--- src/rtl/ascon_pkg.sv ---
// Shared types and helpers for the iterative Ascon permutation engine.
package ascon_pkg;

    localparam int MAX_ROUNDS = 12;

    // Index [0] is x0, index [4] is x4.
    typedef logic [4:0][63:0] ascon_state_t;

    typedef enum logic [1:0] {
        IDLE,
        RUN,
        DONE
    } ascon_fsm_e;

    function automatic logic [63:0] ascon_rc(input logic [3:0] i);
        return {56'b0, 4'hF - i, i};
    endfunction

    function automatic logic [63:0] rotr64(input logic [63:0] x, input int n);
        return (x >> n) | (x << (64 - n));
    endfunction

    // First round index for p^a; unsupported counts fall back to p^12.
    function automatic logic [3:0] first_round(input logic [3:0] rounds);
        logic [3:0] idx;
        case (rounds)
            4'd6:    idx = 4'd6;
            4'd8:    idx = 4'd4;
            default: idx = 4'd0;
        endcase
        return idx;
    endfunction

endpackage

--- src/rtl/ascon_round.sv ---
// One combinational Ascon round: constant addition, bitsliced S-box, linear diffusion.
module ascon_round
    import ascon_pkg::*;
(
    input  ascon_state_t state_in,
    input  logic [3:0]   rnd,
    output ascon_state_t state_out
);

    logic [63:0] x0, x1, x2, x3, x4;
    logic [63:0] t0, t1, t2, t3, t4;

    always_comb begin
        x0 = state_in[0];
        x1 = state_in[1];
        x2 = state_in[2] ^ ascon_rc(rnd);
        x3 = state_in[3];
        x4 = state_in[4];

        x0 = x0 ^ x4;
        x4 = x4 ^ x3;
        x2 = x2 ^ x1;
        t0 = ~x0 & x1;
        t1 = ~x1 & x2;
        t2 = ~x2 & x3;
        t3 = ~x3 & x4;
        t4 = ~x4 & x0;
        x0 = x0 ^ t1;
        x1 = x1 ^ t2;
        x2 = x2 ^ t3;
        x3 = x3 ^ t4;
        x4 = x4 ^ t0;
        x1 = x1 ^ x0;
        x0 = x0 ^ x4;
        x3 = x3 ^ x2;
        x2 = ~x2;

        state_out[0] = x0 ^ rotr64(x0, 19) ^ rotr64(x0, 28);
        state_out[1] = x1 ^ rotr64(x1, 61) ^ rotr64(x1, 39);
        state_out[2] = x2 ^ rotr64(x2, 1)  ^ rotr64(x2, 6);
        state_out[3] = x3 ^ rotr64(x3, 10) ^ rotr64(x3, 17);
        state_out[4] = x4 ^ rotr64(x4, 7)  ^ rotr64(x4, 41);
    end

endmodule

--- src/rtl/ascon_perm_engine.sv ---
// Iterative Ascon p^a core: captures the state on a start edge, runs UNROLL rounds
// per clock and strobes update/finished for one cycle when the result is ready.
module ascon_perm_engine
    import ascon_pkg::*;
#(
    parameter int UNROLL = 1
) (
    input  logic         clk_i,
    input  logic         rst_i,
    input  logic         start_i,
    input  logic [3:0]   rounds_i,
    input  ascon_state_t state_i,
    output ascon_state_t state_o,
    output logic         update_state_o,
    output logic         finished_o,
    output logic         busy_o
);

    if (!(UNROLL == 1 || UNROLL == 2)) begin : g_bad_unroll
        $error("ascon_perm_engine: UNROLL must be 1 or 2");
    end

    ascon_fsm_e   fsm_reg, fsm_next;
    ascon_state_t state_reg;
    ascon_state_t round_out;
    logic [3:0]   rnd_reg;
    logic         start_q;
    logic         launch;
    logic         last_step;

    // Each stage consumes the previous stage's output with the next round index.
    for (genvar gi = 0; gi < UNROLL; gi++) begin : g_round
        ascon_state_t stage_in;
        ascon_state_t stage_out;
        if (gi == 0) begin : g_first
            assign stage_in = state_reg;
        end else begin : g_next
            assign stage_in = g_round[gi-1].stage_out;
        end
        ascon_round u_round (
            .state_in  (stage_in),
            .rnd       (rnd_reg + 4'(gi)),
            .state_out (stage_out)
        );
    end

    assign round_out = g_round[UNROLL-1].stage_out;

    assign launch    = start_i && !start_q && (fsm_reg == IDLE);
    assign last_step = ({1'b0, rnd_reg} + 5'(UNROLL)) >= 5'(MAX_ROUNDS);

    always_ff @(posedge clk_i or posedge rst_i) begin
        if (rst_i) begin
            fsm_reg   <= IDLE;
            state_reg <= '0;
            rnd_reg   <= '0;
            start_q   <= 1'b0;
        end else begin
            start_q <= start_i;
            fsm_reg <= fsm_next;
            if (launch) begin
                state_reg <= state_i;
                rnd_reg   <= first_round(rounds_i);
            end else if (fsm_reg == RUN) begin
                state_reg <= round_out;
                rnd_reg   <= rnd_reg + 4'(UNROLL);
            end
        end
    end

    always_comb begin
        fsm_next = fsm_reg;
        case (fsm_reg)
            IDLE:    if (launch) fsm_next = RUN;
            RUN:     if (last_step) fsm_next = DONE;
            DONE:    fsm_next = IDLE;
            default: fsm_next = IDLE;
        endcase
    end

    assign state_o        = state_reg;
    assign update_state_o = (fsm_reg == DONE);
    assign finished_o     = (fsm_reg == DONE);
    assign busy_o         = (fsm_reg != IDLE);

endmodule

--- config.mk ---
export PLATFORM = sky130hd
export DESIGN_NAME = ascon_perm_engine
export DESIGN_NICKNAME = d
export VERILOG_FILES = /design/src/rtl/ascon_pkg.sv /design/src/rtl/ascon_round.sv /design/src/rtl/ascon_perm_engine.sv
export SDC_FILE = /design/constraint.sdc
export NUM_CORES = 2
export LEC_CHECK = 0
export BUFFER_PORTS_ARGS = -buffer_cell sky130_fd_sc_hd__clkbuf_2
export CORE_UTILIZATION = 34
export CTS_CLUSTER_DIAMETER = 50
export DETAILED_ROUTE_END_ITERATION = 6
export GPL_ROUTABILITY_DRIVEN = 0
export PLACE_DENSITY = 0.59
export SYNTH_ARGS = -nofsm -noshare
export SYNTH_HDL_FRONTEND = slang
export SYNTH_SLANG_ARGS = --single-unit
--- constraint.sdc ---
create_clock -name clk_i -period 23 [get_ports clk_i]
set_clock_uncertainty 0.2 [all_clocks]
set_input_delay 1.15 -clock clk_i [delete_from_list [all_inputs] [get_ports clk_i]]
set_output_delay 1.15 -clock clk_i [all_outputs]
set_load 0.05 [all_outputs]
# ---- Word-level counts from Yosys, hierarchy flattened
# Cells that the tools add are included.
dict set report totals {
  ff_bits 327
  in_bits 327
  out_inout_bits 323
}
dict set report classes {
  n_addsub 3
  magnitude_cmp 1
  eq_ne 6
  muxes 8
  bitwise_logic 43
  reduce_logical 7
}
# op n
set op_table {}
lappend op_table {{$xor A64 B64 Y64} 21}
lappend op_table {{$mux W320} 2}
lappend op_table {{$not A64 Y64} 6}
lappend op_table {{$and A64 B64 Y64} 5}
lappend op_table {{$or A23 B64 Y64} 1}
lappend op_table {{$or A25 B64 Y64} 1}
lappend op_table {{$or A3 B64 Y64} 1}
lappend op_table {{$or A36 B64 Y64} 1}
lappend op_table {{$or A45 B64 Y64} 1}
lappend op_table {{$or A47 B64 Y64} 1}
lappend op_table {{$or A54 B64 Y64} 1}
lappend op_table {{$or A57 B64 Y64} 1}
lappend op_table {{$or A58 B64 Y64} 1}
lappend op_table {{$or A63 B64 Y64} 1}
lappend op_table {{$xor A64 B8 Y64} 1}
lappend op_table {{$mux W4} 2}
lappend op_table {{$pmux W3 S2} 1}
lappend op_table {{$add A4 B1 Y5 const B} 1}
lappend op_table {{$ge A5 B4 Y1 const B} 1}
lappend op_table {{$add A4 B1 Y4 const B} 1}
lappend op_table {{$eq A4 B3 Y1 const B} 1}
lappend op_table {{$eq A4 B4 Y1 const B} 1}
lappend op_table {{$mux W2} 2}
lappend op_table {{$ne A2 B2 Y1 const B} 2}
lappend op_table {{other kinds (9)} 11}

# ---- Longest topological paths before layout
dict set report logic_depth {
  ltp_word 12
  ltp_mapped 9
}

# ---- Cells and area by module
# A second synthesis with hierarchy kept.
dict set report hier_totals {
  hier_cells 3060
  area_unflattened_um2 30768.3
}
# mod instances cells_per_inst area_each_um2
set by_module_without_submodules {}
lappend by_module_without_submodules {ascon_round 1 1597 15907.8}
lappend by_module_without_submodules {ascon_perm_engine 1 1463 14860.5}

# ---- Worst setup path after synthesis
# Ideal clock, no wire load.
dict set report synth_path {
  path_kind {register to output}
  start {reg fsm_reg[1]}
  end {out update_state_o}
  arrival_ns 1.464
  setup_slack_ns 20.186
  path_stages_with_launch 3
  n_path_buf 1
  path_cell_list {dfrtp_1 nor2b_1 buf_4}
}
dict set report synth_via {
  elab_chain_cells 1
}
# item line
set synth_lines {}
lappend synth_lines {{from (decl)} ascon_perm_engine.sv:23} ;# ascon_fsm_e fsm_reg, fsm_next;
lappend synth_lines {{from (signal assigned)} ascon_perm_engine.sv:60} ;# fsm_reg <= fsm_next;
lappend synth_lines {{$eq A2 B2 Y1} --}
lappend synth_lines {{to (decl)} ascon_perm_engine.sv:14} ;# output logic update_state_o,
# No other way between the ends.

# ---- Worst setup path in the final report
dict set report layout_path {
  start {in start_i}
  end {reg state_reg (netlist bit state_o[233])}
}
dict set report layout_via {
  elab_chain_cells 3
  word_cells_on_any_way 4
  cone_classes {mux: 1; reduce/logical: 3}
}
# item line
set layout_lines {}
lappend layout_lines {{from (decl)} ascon_perm_engine.sv:10} ;# input logic start_i,
lappend layout_lines {{$logic_and A1 B1 Y1 (*) (2 in series)} ascon_perm_engine.sv:49} ;# assign launch = start_i && !start_q && (fsm_reg == IDLE);
lappend layout_lines {{$mux W320 / $reduce_bool A2 Y1 (equally long branches)} --}
lappend layout_lines {{to (signal assigned)} ascon_perm_engine.sv:62} ;# state_reg <= state_i;
lappend layout_lines {{to (signal assigned)} ascon_perm_engine.sv:65} ;# state_reg <= round_out;
lappend layout_lines {{to (decl)} ascon_perm_engine.sv:24} ;# ascon_state_t state_reg;
# Every way passes the cells marked *; elsewhere a longest branch is shown, timed or not.
# A chain may end at the register's enable or synchronous reset.

==> metrics.md <==
| Metric | Value |
|---|---|
| Vias in the first global route | 25700 |
| Core area | 80900 µm² |
| Die Y | 289 µm |
| Final hold viol count | 0 |
| Max Cap Viol | 1 |
| Post-synth EDFFs | 0 |
| Initial Util | 0.345 |
| Final net count | 4121 |
| # resized after CTS | 0 |
| Fraction of layout cells with a size suffix above 1 | 0.214 |
| First-pass GRT wire length | 205000 µm |
| Final worst-path setup slack | 19180 ps |
| RSZ-0062 raised after global routing | no |
| Clk_lat worst skew | 630 ps |
| Tcrit/Tclk final | 0.166 |
| ANT nets after route | 0 |
| Width of the die | 289 µm |
| Drc violations | 269 |
| Post-synthesis sequential area ratio | 0.293 |
| DRT iter0 DRCs | 3408 |
| Hold slack | 364 ps |
| Synth warn | 0 |
| Fillcell total | 8315 |
| Worst R2R Start | fsm_reg[1] |
| Final setup fails | 0 |
| Worst-path clk slew | 60 ps |
| Clk sinks | 327 |
| Worst-Margin Slew | 1480 ps |
| Max clock buf depth | 3 |
| Vias per inst | 5.61 |
| Depth of the worst register-to-register path | 7 |
| Final min period | 3820 ps |
| Reg2reg end | state_o[233] |
| CP arrival | 4080 ps |
| Synth Instances | 3047 |
| Ports | 650 |
| Port bufs | 649 |
| Syn_nets | 3503 |
| Via count | 26800 |
| CTS Buf Count | 51 |
| Pin count of the biggest net entering global routing | 91 |
| DR pass1 iterations | 7 |
| Layout area overhead | 22.1% |
| Final wirelength | 152000 µm |
| Fmax | 0.262 GHz |
| Rows | 104 |
| Netlist cell types | 40 |
| Yosys reg bits | 327 |
| Non-filler instance count after layout | 4773 |
| Initial antenna violation count | 20 |
| Place WS | 18650 ps |
| Required @ worst endpoint | 23250 ps |
| Hold path endpoint | state_o[184] |
| Total GRT Usage | 0.356 |
| Synth top area share | 0.293 |
| Worst setup EP type | flop |
| Hold Path Depth | 2 |
| Global route overflow | 0 |
| Post-CTS Setup Bufs | 0 |
| Synth area leader | dfrtp_1 |
| Max-slew violation count | 0 |
| Syn_area_per_cell | 9.16 µm² |
| Outcome | finished, violations left |
| HP Start | state_o[184] |
| Cell area after synthesis | 27900 µm² |
| Post-DP HPWL | 125000 µm |
| Critical-path maximum fanout | 64 |
| Crit start category | input port |
| Worst hold path type | reg -> reg |
| H-Tree Depth | 2 |
| Setup TNS | 0 ps |
| Async S/R FF share, synth | 1.00 |
| Area contributors post-synth | dfrtp_1, xnor2_1, o21ai_0 |
| CP Class | in -> reg |
| R2r setup slk | 19200 ps |
| Main synth FF type | dfrtp_1 |
| # hold bufs at CTS | 0 |
| DR WL/cell | 31.9 µm |
| Root Buffer | clkbuf_16 |
| # placed instances | 4672 |
| Die area | 83200 µm² |
| Slew headroom | 0.00941 |
| CTS tree | yes |
| Max reg flops | 320 |
| Failing checks | design-rule violations, max-capacitance violations |
final cells by class:
cell class	count	area, µm²	share of cell area
Antenna cell	6	15.0	0.000441
Clock buffer	63	1390	0.0409
Tap cell	1060	1330	0.0389
Timing Repair Buffer	684	3510	0.103
Clock inverter	32	409	0.0120
Sequential cell	327	8180	0.240
Multi-Input combinational cell	2421	18600	0.545
Inverter	180	683	0.0200
cell usage after synthesis (4+ instances only):
cell,number
a22oi_1,195
xor2_1,170
a221o_1,46
buf_1,4
ha_1,129
clkbuf_2,10
xnor2_2,12
nand2_1,305
xnor2_1,919
inv_1,180
a21oi_1,33
nand3_1,6
dfrtp_1,327
buf_2,14
maj3_1,50
clkbuf_1,86
nor2_1,41
nand2b_1,22
o21ai_0,334
nor3_1,12
mux2i_1,111
or2_1,13
metal layers:
metal | GRT usage | routed length [µm] | share of wire
met1 | 0.419 | 56300 | 0.37
met2 | 0.527 | 64600 | 0.42
met3 | 0.131 | 17400 | 0.11
met4 | 0.267 | 13700 | 0.090
met5 | 0.0153 | 360 | 0.0024
critical path, stage by stage:
cell and delay (ps):
clkbuf_2 100, nand2b_2 110, nor2_4 740, buf_4 780
buf_4 740, nor3_1 100, a21oi_1 130, o21ai_0 90
metrics by stage:
stage / util / cell area [µm²]
CTS: 0.421 / 34100
global placement: 0.399 / 32300
finish: 0.421 / 34100
floorplan: - / 27900
detailed placement: 0.399 / 32300
global route: 0.421 / 34100
placed cells by master, fill, tap and decap left out, drive strengths merged, types with 2 or more instances in the layout:
cell type	count
xnor2	931
clkbuf	712
o21ai	334
dfrtp	327
nand2	306
inv	196
a22oi	195
xor2	170
ha	129
mux2i	111
maj3	50
a221o	46
nor2	42
buf	35
a21oi	33
nand2b	23
or2	14
nor3	12
clkinv	8
diode	6
nand3	6
bufinv	6
o22ai	3
or3	3
and2	2
xnor3	2
a31oi	2
clkinvlp	2
kinds of logic (layout without fill, tap and decap cells):
group,Yosys count,in the layout,share of synthesized area
compound gates,614,614,0.136
xor+xnor,1104,1104,0.351
fa+ha+maj,179,179,0.0758
buf+inv,299,959,0.0424
flops,327,327,0.293
mux,111,111,0.0398
other cells,0,6,0
simple gates,413,413,0.0615
worst max-delay path by stage:
stage	depth (start not counted)	slack, ps	startpoint	end
floorplan	1	12600	rst_i	fsm_reg[0]
global placement	8	18630	start_i	state_o[125]
detailed placement	8	18650	start_i	state_o[125]
CTS	8	19240	start_i	state_o[87]
global route	8	19050	start_i	state_o[233]
finish	8	19180	start_i	state_o[233]
Power is not shown: default switching activity piles up to over one toggle a cycle in this logic, so the estimate is an artifact.
